[config.mk]
export PLATFORM = sky130hd
export DESIGN_NAME = bypass_net_flat
export DESIGN_NICKNAME = d
export VERILOG_FILES = /design/src/rtl/bypass_net_if.sv /design/src/rtl/bypass_net.sv /design/src/flat_wrapper.sv
export SDC_FILE = /design/constraint.sdc
export NUM_CORES = 1
export LEC_CHECK = 0
export ABC_AREA = 1
export CAP_MARGIN = 25
export CORE_AREA = 5 5 178 180
export DETAILED_ROUTE_END_ITERATION = 10
export DIE_AREA = 0 0 183 185
export PLACE_DENSITY = 0.69
export SLEW_MARGIN = 0
export SYNTH_ARGS = -nofsm -noshare
export SYNTH_HDL_FRONTEND = slang
export SYNTH_SLANG_ARGS = --single-unit
export TNS_END_PERCENT = 50
[constraint.sdc]
create_clock -name clk -period 2.65 [get_ports clk]
set_input_delay 0.3975 -clock clk [delete_from_list [all_inputs] [get_ports clk]]
set_output_delay 0.3975 -clock clk [all_outputs]
set_load 0.03 [all_outputs]
[src/rtl/bypass_net_if.sv]
// bypass_net_if: decode/pipeline bus for the operand bypass network.
//   master: pipeline side (drives decode sources, stage destinations/values,
//           E_stall; observes resolved operands, stall/bubble, E register,
//           performance counters)
//   slave : bypass_net side
interface bypass_net_if #(
  parameter int DW   = 32,
  parameter int AW   = 5,
  parameter int NSRC = 2,
  parameter int CW   = 32
);
  logic                 d_valid;
  logic [NSRC*AW-1:0]   d_srcs;
  logic [NSRC*DW-1:0]   d_rvals;
  logic [AW-1:0]        E_dstE, E_dstM, M_dstE, M_dstM, W_dstE, W_dstM;
  logic [DW-1:0]        e_valE, M_valE, m_valM, W_valE, W_valM;
  logic                 E_stall;

  logic [NSRC*DW-1:0]   d_vals;
  logic                 d_stall;
  logic                 e_bubble;
  logic [NSRC*DW-1:0]   E_vals;
  logic [NSRC*AW-1:0]   E_srcs;
  logic                 E_valid;
  logic [CW-1:0]        lu_cnt;
  logic [CW-1:0]        fwd_cnt;

  modport master (
    output d_valid, d_srcs, d_rvals, E_dstE, E_dstM, M_dstE, M_dstM,
           W_dstE, W_dstM, e_valE, M_valE, m_valM, W_valE, W_valM, E_stall,
    input  d_vals, d_stall, e_bubble, E_vals, E_srcs, E_valid, lu_cnt, fwd_cnt
  );

  modport slave (
    input  d_valid, d_srcs, d_rvals, E_dstE, E_dstM, M_dstE, M_dstM,
           W_dstE, W_dstM, e_valE, M_valE, m_valM, W_valE, W_valM, E_stall,
    output d_vals, d_stall, e_bubble, E_vals, E_srcs, E_valid, lu_cnt, fwd_cnt
  );
endinterface

[src/rtl/bypass_net.sv]
// bypass_net: operand bypass network with load-use interlock and D/E operand
// register for the pipelined MIPS core.
//   clk, rst : clock, synchronous active-high reset
//   bus      : bypass_net_if.slave (decode sources, E/M/W destinations and
//              values, E_stall in; resolved operands, d_stall, e_bubble,
//              E register, lu_cnt/fwd_cnt out)
// Optional feature: define BYPASS_PERF_EN to build the saturating lu_cnt /
// fwd_cnt counters; otherwise both are tied to zero.

// Per-slot resolver: youngest in-flight producer wins, RNONE never matches.
module bypass_slot #(
  parameter int DW    = 32,
  parameter int AW    = 5,
  parameter int RNONE = 0
) (
  input  logic [AW-1:0] src,
  input  logic [DW-1:0] rval,
  input  logic [AW-1:0] eDstE, eDstM, mDstM, mDstE, wDstM, wDstE,
  input  logic [DW-1:0] eValE, mValM, mValE, wValM, wValE,
  output logic [DW-1:0] val,
  output logic          fwd,
  output logic          lu
);
  localparam logic [AW-1:0] RN = AW'(RNONE);

  function automatic logic hit(input logic [AW-1:0] s, input logic [AW-1:0] d);
    return (s != RN) && (s == d);
  endfunction

  always_comb begin
    val = rval;
    fwd = 1'b1;
    if      (hit(src, eDstE)) val = eValE;
    else if (hit(src, mDstM)) val = mValM;
    else if (hit(src, mDstE)) val = mValE;
    else if (hit(src, wDstM)) val = wValM;
    else if (hit(src, wDstE)) val = wValE;
    else                      fwd = 1'b0;
  end

  // An ALU result already in E shadows the same register being loaded.
  assign lu = hit(src, eDstM) & ~hit(src, eDstE);
endmodule

module bypass_net #(
  parameter int DW    = 32,
  parameter int AW    = 5,
  parameter int NSRC  = 2,
  parameter int RNONE = 0,
  parameter int CW    = 32
) (
  input  logic       clk,
  input  logic       rst,
  bypass_net_if.slave bus
);
  localparam logic [AW-1:0] RN = AW'(RNONE);

  logic [NSRC*DW-1:0] dVals;
  logic [NSRC-1:0]    fwdVec, luVec;
  logic               loadUse;

  for (genvar i = 0; i < NSRC; i++) begin : gSlot
    bypass_slot #(.DW(DW), .AW(AW), .RNONE(RNONE)) uSlot (
      .src  (bus.d_srcs[i*AW +: AW]),
      .rval (bus.d_rvals[i*DW +: DW]),
      .eDstE(bus.E_dstE), .eDstM(bus.E_dstM),
      .mDstM(bus.M_dstM), .mDstE(bus.M_dstE),
      .wDstM(bus.W_dstM), .wDstE(bus.W_dstE),
      .eValE(bus.e_valE), .mValM(bus.m_valM), .mValE(bus.M_valE),
      .wValM(bus.W_valM), .wValE(bus.W_valE),
      .val  (dVals[i*DW +: DW]),
      .fwd  (fwdVec[i]),
      .lu   (luVec[i])
    );
  end

  assign loadUse      = bus.d_valid & (|luVec);
  assign bus.d_vals   = dVals;
  assign bus.d_stall  = loadUse | bus.E_stall;
  assign bus.e_bubble = loadUse & ~bus.E_stall;

  logic [NSRC*DW-1:0] eVals;
  logic [NSRC*AW-1:0] eSrcs;
  logic               eValid;

  always_ff @(posedge clk) begin
    if (rst) begin
      eVals  <= '0;
      eSrcs  <= {NSRC{RN}};
      eValid <= 1'b0;
    end else if (bus.E_stall) begin
      eVals  <= eVals;
      eSrcs  <= eSrcs;
      eValid <= eValid;
    end else if (bus.e_bubble) begin
      eVals  <= '0;
      eSrcs  <= {NSRC{RN}};
      eValid <= 1'b0;
    end else begin
      eVals  <= dVals;
      eSrcs  <= bus.d_srcs;
      eValid <= bus.d_valid;
    end
  end

  assign bus.E_vals  = eVals;
  assign bus.E_srcs  = eSrcs;
  assign bus.E_valid = eValid;

`ifdef BYPASS_PERF_EN
  logic [CW-1:0] luCnt, fwdCnt;
  logic [CW:0]   fwdSum;
  logic          eLoad;

  // One extra bit catches overflow; at most NSRC is added per edge.
  always_comb begin
    fwdSum = {1'b0, fwdCnt};
    for (int i = 0; i < NSRC; i++) fwdSum = fwdSum + (CW+1)'(fwdVec[i]);
  end

  assign eLoad = ~bus.E_stall & ~bus.e_bubble;

  always_ff @(posedge clk) begin
    if (rst) begin
      luCnt  <= '0;
      fwdCnt <= '0;
    end else begin
      if (bus.e_bubble && luCnt != '1) luCnt <= luCnt + CW'(1);
      if (eLoad && bus.d_valid) fwdCnt <= fwdSum[CW] ? '1 : fwdSum[CW-1:0];
    end
  end

  assign bus.lu_cnt  = luCnt;
  assign bus.fwd_cnt = fwdCnt;
`else
  logic unusedFwd;
  assign unusedFwd   = ^fwdVec;
  assign bus.lu_cnt  = '0;
  assign bus.fwd_cnt = '0;
`endif
endmodule

[src/flat_wrapper.sv]
// flat-port wrapper written by rule: the top's interface ports become plain ports
module bypass_net_flat 
#(
  parameter int DW    = 32,
  parameter int AW    = 5,
  parameter int NSRC  = 2,
  parameter int RNONE = 0,
  parameter int CW    = 32
)
  (clk, rst, bus_d_valid, bus_d_srcs, bus_d_rvals, bus_E_dstE, bus_E_dstM, bus_M_dstE, bus_M_dstM, bus_W_dstE, bus_W_dstM, bus_e_valE, bus_M_valE, bus_m_valM, bus_W_valE, bus_W_valM, bus_E_stall, bus_d_vals, bus_d_stall, bus_e_bubble, bus_E_vals, bus_E_srcs, bus_E_valid, bus_lu_cnt, bus_fwd_cnt);
  bypass_net_if #(.DW(DW), .AW(AW), .NSRC(NSRC), .CW(CW)) bus_i ();
  input  logic clk;
  input  logic rst;
  input wire logic [$bits(bus_i.d_valid)-1:0] bus_d_valid;
  input wire logic [$bits(bus_i.d_srcs)-1:0] bus_d_srcs;
  input wire logic [$bits(bus_i.d_rvals)-1:0] bus_d_rvals;
  input wire logic [$bits(bus_i.E_dstE)-1:0] bus_E_dstE;
  input wire logic [$bits(bus_i.E_dstM)-1:0] bus_E_dstM;
  input wire logic [$bits(bus_i.M_dstE)-1:0] bus_M_dstE;
  input wire logic [$bits(bus_i.M_dstM)-1:0] bus_M_dstM;
  input wire logic [$bits(bus_i.W_dstE)-1:0] bus_W_dstE;
  input wire logic [$bits(bus_i.W_dstM)-1:0] bus_W_dstM;
  input wire logic [$bits(bus_i.e_valE)-1:0] bus_e_valE;
  input wire logic [$bits(bus_i.M_valE)-1:0] bus_M_valE;
  input wire logic [$bits(bus_i.m_valM)-1:0] bus_m_valM;
  input wire logic [$bits(bus_i.W_valE)-1:0] bus_W_valE;
  input wire logic [$bits(bus_i.W_valM)-1:0] bus_W_valM;
  input wire logic [$bits(bus_i.E_stall)-1:0] bus_E_stall;
  output wire logic [$bits(bus_i.d_vals)-1:0] bus_d_vals;
  output wire logic [$bits(bus_i.d_stall)-1:0] bus_d_stall;
  output wire logic [$bits(bus_i.e_bubble)-1:0] bus_e_bubble;
  output wire logic [$bits(bus_i.E_vals)-1:0] bus_E_vals;
  output wire logic [$bits(bus_i.E_srcs)-1:0] bus_E_srcs;
  output wire logic [$bits(bus_i.E_valid)-1:0] bus_E_valid;
  output wire logic [$bits(bus_i.lu_cnt)-1:0] bus_lu_cnt;
  output wire logic [$bits(bus_i.fwd_cnt)-1:0] bus_fwd_cnt;
  assign bus_i.d_valid = bus_d_valid;
  assign bus_i.d_srcs = bus_d_srcs;
  assign bus_i.d_rvals = bus_d_rvals;
  assign bus_i.E_dstE = bus_E_dstE;
  assign bus_i.E_dstM = bus_E_dstM;
  assign bus_i.M_dstE = bus_M_dstE;
  assign bus_i.M_dstM = bus_M_dstM;
  assign bus_i.W_dstE = bus_W_dstE;
  assign bus_i.W_dstM = bus_W_dstM;
  assign bus_i.e_valE = bus_e_valE;
  assign bus_i.M_valE = bus_M_valE;
  assign bus_i.m_valM = bus_m_valM;
  assign bus_i.W_valE = bus_W_valE;
  assign bus_i.W_valM = bus_W_valM;
  assign bus_i.E_stall = bus_E_stall;
  assign bus_d_vals = bus_i.d_vals;
  assign bus_d_stall = bus_i.d_stall;
  assign bus_e_bubble = bus_i.e_bubble;
  assign bus_E_vals = bus_i.E_vals;
  assign bus_E_srcs = bus_i.E_srcs;
  assign bus_E_valid = bus_i.E_valid;
  assign bus_lu_cnt = bus_i.lu_cnt;
  assign bus_fwd_cnt = bus_i.fwd_cnt;
  bypass_net #(.DW(DW), .AW(AW), .NSRC(NSRC), .RNONE(RNONE), .CW(CW)) u_core (.clk(clk), .rst(rst), .bus(bus_i));
endmodule
==> results of run 1 <==
==> synth_stat cells (2+ instances only) <==
cell	instances	area, µm²
nand2_1	514	1930
inv_1	362	1360
nand3_1	259	1300
o21ai_0	128	641
a21oi_1	75	375
buf_4	75	563
dfxtp_1	75	1500
a21boi_0	64	480
clkbuf_1	56	210
xnor2_1	39	342
buf_2	33	165
nor2_1	20	75.1
xor2_1	17	149
buf_6	4	45.0
nor3_1	4	20.0
buf_1	3	11.3
inv_2	2	7.51
nand2_2	2	12.5
==> stage by stage <==
step / cells / power [W] / util / setup TNS (ns)
2_1_floorplan: 1802 / 0.00287 / - / -0.0606
3_3_place_gp: 2612 / 0.00426 / 0.492 / -44.88
4_1_cts: 2666 / 0.00583 / 0.534 / -0.630
6_report: 2682 / 0.00593 / 0.551 / -0.209
5_1_grt: 2682 / 0.00622 / 0.551 / -3.60
3_5_place_dp: 2612 / 0.00427 / 0.492 / -47.75
==> area by class of cell <==
| type | count | area [µm²] | area share |
|---|---|---|---|
| Clock inverter | 5 | 60.1 | 0.00363 |
| Inverter | 364 | 1380 | 0.0835 |
| Clock buffer | 11 | 253 | 0.0153 |
| Timing Repair Buffer | 638 | 6700 | 0.405 |
| Antenna cell | 1 | 2.50 | 0.000151 |
| Multi-Input combinational cell | 1192 | 6150 | 0.372 |
| Tap cell | 396 | 495 | 0.0300 |
| Sequential cell | 75 | 1500 | 0.0908 |
==> flip-flops by register name, summed over array words and instances (netlist names) <==
name and cells:
u_core.bus.E_vals 64, u_core.bus.E_valid 1, u_core.bus.E_srcs 10
==> where the power goes <==
part / switching, W / internal [W]
combinational: 0.00187 / 0.00143
sequential: 0.0000520 / 0.00122
clock: 0.000579 / 0.000786
total: 0.00250 / 0.00343
==> kinds of logic after synthesis <==
group | share of synthesized area
XOR/XNOR | 0.0531
flip-flops | 0.163
buffers and inverters | 0.256
other | 0.000406
AO/OA/AOI/OAI | 0.163
AND/OR/NAND/NOR | 0.365
==> path summary, 6_finish.rpt <==
kind         cells past startpoint             startpoint                    end
max                             14          bus_d_srcs[0]         bus_d_vals[16]
min                              3          bus_d_srcs[1]   u_core.bus.E_srcs[1]
max reg2reg                      2   u_core.bus.E_srcs[2]   u_core.bus.E_srcs[2]
min reg2reg                      2  u_core.bus.E_vals[38]  u_core.bus.E_vals[38]
==> worst max-delay path, stage by stage <==
cell	delay, ns
buf_2	0.13
buf_6	0.14
xnor2_1	0.32
nand2_2	0.12
nor2_4	0.18
nand2_4	0.13
buf_12	0.17
buf_6	0.12
nand2_1	0.05
nand3_1	0.06
nand2_1	0.08
nand2_2	0.07
a21boi_2	0.16
buf_6	0.15
==> metal layers <==
layer  global-route usage  vias up  routed length [µm]
li1                     -     6283                   -
met1                0.347     5972               19900
met2                0.474      784               24300
met3               0.0691      126                5350
met4                0.113        2                2090
met5                    0        -                  13
==> what timing repair did <==
item	4_1_cts	5_1_grt
setup buffers	24	11
resized for setup	189	155
endpoints found under the setup margin	67	66
cloned	16	4
pin swaps	36	54
==> results.yml, run 1 <==
grt:
  grt_use_total: 0.282
  grt_pass1_wl_um: 74000
  gr-total-overflow: 0
  antenna_found_initial: 2
  grt_max_degree: 76
  grt_pass1_vias: 12878
timing:
  min_period_ns: 2.69
  worst_slew_pin_slew_ns: 0.521
  post-route-period-util: 1.01
  setup_ws_ns: -0.0361
  setup_viol_count_final: 10
  holdWs_ns: 0.335
  skew_ns: 0
  rsz0062_at_grt: "yes"
  hold_viol: 0
  clock.fmax_mhz: 372
  timing.slew.headroom: 0.653
  report.final.slew_viol_count: 0
routing:
  wire_per_inst_um: 19.3
  drc: 0
  totalWireLength_um: 51600
  via_per_inst: 4.91
  initialDrtViolationCount: 1054
  dr_total_vias: 13167
  antenna_left: 0
  dr.pass1.iters: 7
setup_path:
  endpoint_kind: "output port"
  critPathMaxFanout: 6
  startpoint_type: "input pin"
  crit_type: "in -> out"
  crit_arrival_ns: 2.29
  r2r_slack_ns: 1.98
  worstPathRequired_ns: 2.25
yosys:
  syn_area_per_cell_um2: 5.31
  ys.flop_type: "dfxtp_1"
  yosys.cell_types.count: 25
  ys_ff_latch: 75
  synth_async_sr_flop_share: 0
  synth-edff-count: 0
  synthesis.area_um2: 9230
  ys_seq_area_frac: 0.163
  syn-instance-count: 1739
  yosys_warnings: 0
cts:
  clk_pin_slew_ns: 0.07
  cts_hold_buf: 0
  cts.sinks: 75
  h-tree-depth: 3
  cts_tree: "done"
  cts-root-buf: "clkbuf_16"
  cts_max_path_buffers: 2
  cts_buffers: 9
  worst_skew_pair.late_latency_ns: 0.35
outcome:
  failed_checks: "negative setup slack"
  status: "finished, violations left"
placement:
  portBuffers: 408
  gp_congestion: 0.949
  dp_hpwl_um: 36600
  post_dp_cell_area_um2: 14800
  dp_slack_ns: -0.665
power:
  leakage_nw: 8.30
  vdd_drop_max_mv: 0.335
  power_density_nw_per_um2: 359
hold_path:
  hold_class: "in -> reg"
floorplanning:
  coreArea_um2: 30000
  die_h_um: 185
  pin_count: 473
  row_count: 64
  initial_utilization: 0.307
  die_w_um: 183
  die_area_um2: 33900
cells_and_area:
  fin_area_um2: 16500
  mostFrequentLayoutCells: "462 x nand2_1, 357 x inv_1, 305 x clkdlybuf4s50_1"
  final_layout_size_suffix_gt1_frac: 0.200
  area_growth_pct: 79.1
  nFillCells: 2915
  final_common_cell: "nand2_1"
  finalNetCount: 2548
run:
  maxCapViolCount: 0
No activity file was read; power rests on OpenSTA's default activity.
==> inputs of run 2 (changes only) <==
--- a/config.mk
+++ b/config.mk
@@ -11,6 +11,7 @@
 export DETAILED_ROUTE_END_ITERATION = 10
 export DIE_AREA = 0 0 183 185
 export PLACE_DENSITY = 0.69
+export SKIP_CTS_REPAIR_TIMING = 1
 export SLEW_MARGIN = 0
 export SYNTH_ARGS = -nofsm -noshare
 export SYNTH_HDL_FRONTEND = slang
==> run 2 against run 1 <==
Against the previous run:
- the run still ends with negative setup slack left
- cell area is 0.47% lower
- clock skew unchanged
- combinational power about the same
- critical endpoint is now bus_d_vals[33]
- largest power group unchanged
- highest routed layer is now met4
==> results.yml, run 2 (synthesis gave the netlist of run 1 again) <==
outcome:
  status: "finished, violations left"
  failed_checks: "negative setup slack"
timing:
  setup_ws_ns: -0.0852
  worst_slew_pin_slew_ns: 0.521
  clock.fmax_mhz: 366
  min_period_ns: 2.74
  skew_ns: 0
  timing.slew.headroom: 0.653
  setup_viol_count_final: 13
  holdWs_ns: 0.337
  post-route-period-util: 1.03
  report.final.slew_viol_count: 0
  rsz0062_at_grt: "yes"
  hold_viol: 0
cells_and_area:
  final_common_cell: "nand2_1"
  final_layout_size_suffix_gt1_frac: 0.187
  finalNetCount: 2545
  largest_reg_flops: 64
  mostFrequentLayoutCells: "484 x nand2_1, 358 x inv_1, 305 x clkdlybuf4s50_1"
  area_growth_pct: 78.3
  fin_area_um2: 16500
power:
  finalPower_w: 0.00591
  power_density_nw_per_um2: 359
  leakage_nw: 8.44
  vdd_drop_max_mv: 0.307
setup_path:
  worstPathRequired_ns: 2.25
  crit_start: "bus_d_srcs[5]"
  slowest_stage: "xnor2_1"
  crit_chain: "clkbuf_2, buf_4, xnor2_1, nand2_1, nor2_4, buf_12, buf_12, buf_4, nand3_1, nand2_1, inv_1, nand2_1, nand2_1, a21boi_0, buf_4"
  r2r_cells: 2
  timing.rr.start: "u_core.bus.E_vals[21]"
  crit_arrival_ns: 2.34
  crit_type: "in -> out"
  endpoint_kind: "output port"
  critPathMaxFanout: 7
  cp_common_cell: "nand2_1"
  startpoint_type: "input pin"
  crit_path_max_incr_delay_ns: 0.27
grt:
  grt_use_total: 0.260
  gr-total-overflow: 0
  grt_pass1_vias: 12614
  antenna_found_initial: 1
  grt_max_degree: 76
  grt_pass1_wl_um: 69400
routing:
  top_layer: "met4"
  totalWireLength_um: 51700
  wire_per_inst_um: 19.3
  drt-met1-wl_um: 20000
  wl_met3_um: 5300
  dr_total_vias: 13257
  via_per_inst: 4.95
  dr.pass1.iters: 9
  initialDrtViolationCount: 1349
  drc: 0
  antenna_left: 0
  wl_met2_um: 24400
cts:
  cts.sinks: 75
  cts-root-buf: "clkbuf_16"
  clk_pin_slew_ns: 0.07
  h-tree-depth: 3
  cts_max_path_buffers: 2
  cts_buffers: 9
  cts_tree: "done"
  worst_skew_pair.late_latency_ns: 0.35
placement:
  post_dp_cell_area_um2: 14800
  gp_congestion: 0.949
  dp_hpwl_um: 36600
  portBuffers: 408
hold_path:
  min_from: "bus_d_srcs[1]"
  hold_class: "in -> reg"
  holdPathStages: 3
floorplanning:
  die_area_um2: 33900
  die_w_um: 183
  pin_count: 473
  die_h_um: 185
  row_count: 64
  initial_utilization: 0.307
  coreArea_um2: 30000
run:
  maxCapViolCount: 0
-- run 2: worst max-delay path, delay by kind of cell --
kind | cells | cell delay (ns)
AND/OR/NAND/NOR | 6 | 0.57
XOR/XNOR | 1 | 0.27
AO/OA/AOI/OAI | 1 | 0.18
buffers and inverters | 7 | 0.89
-- run 2: report_power, final --
| group | switching, W | total, W | leakage (nW) | internal (W) |
|---|---|---|---|---|
| clock network | 0.000587 | 0.00137 | 0.152 | 0.000786 |
| registers | 0.0000513 | 0.00127 | 0.618 | 0.00122 |
| logic | 0.00186 | 0.00327 | 7.67 | 0.00141 |
| total | 0.00250 | 0.00591 | 8.44 | 0.00342 |
-- run 2: stage by stage --
step	setup slack [ns]	instances	setup TNS, ns	utilization
floorplan	-0.00404	1802	-0.0606	-
global placement	-0.633	2612	-44.88	0.492
detailed placement	-0.665	2612	-47.75	0.492
CTS	-0.685	2628	-28.57	0.502
global route	-0.176	2679	-4.24	0.548
finish	-0.0852	2679	-0.440	0.548
-- run 2: metal layers --
| metal | vias to the layer above | track usage |
|---|---|---|
| li1 | 6270 | - |
| met1 | 6051 | 0.323 |
| met2 | 809 | 0.440 |
| met3 | 127 | 0.0628 |
| met4 | 0 | 0.0927 |
| met5 | - | 0 |
-- run 2: path summary, 6_finish.rpt --
path	end	slack, ns
worst max-delay path	bus_d_vals[33]	-0.09
worst max register to register	u_core.bus.E_vals[21]	1.97
worst min-delay path	u_core.bus.E_srcs[1]	0.34
worst min register to register	u_core.bus.E_vals[38]	0.46
-- run 2: final cells by class --
class,count,area (µm²)
timing repair buffer,635,6680
tap,396,495
clock buffer,11,253
multi-input combinational,1192,6090
fill,2883,13600
clock inverter,5,60.1
antenna,1,2.50
inverter,364,1380
sequential,75,1500
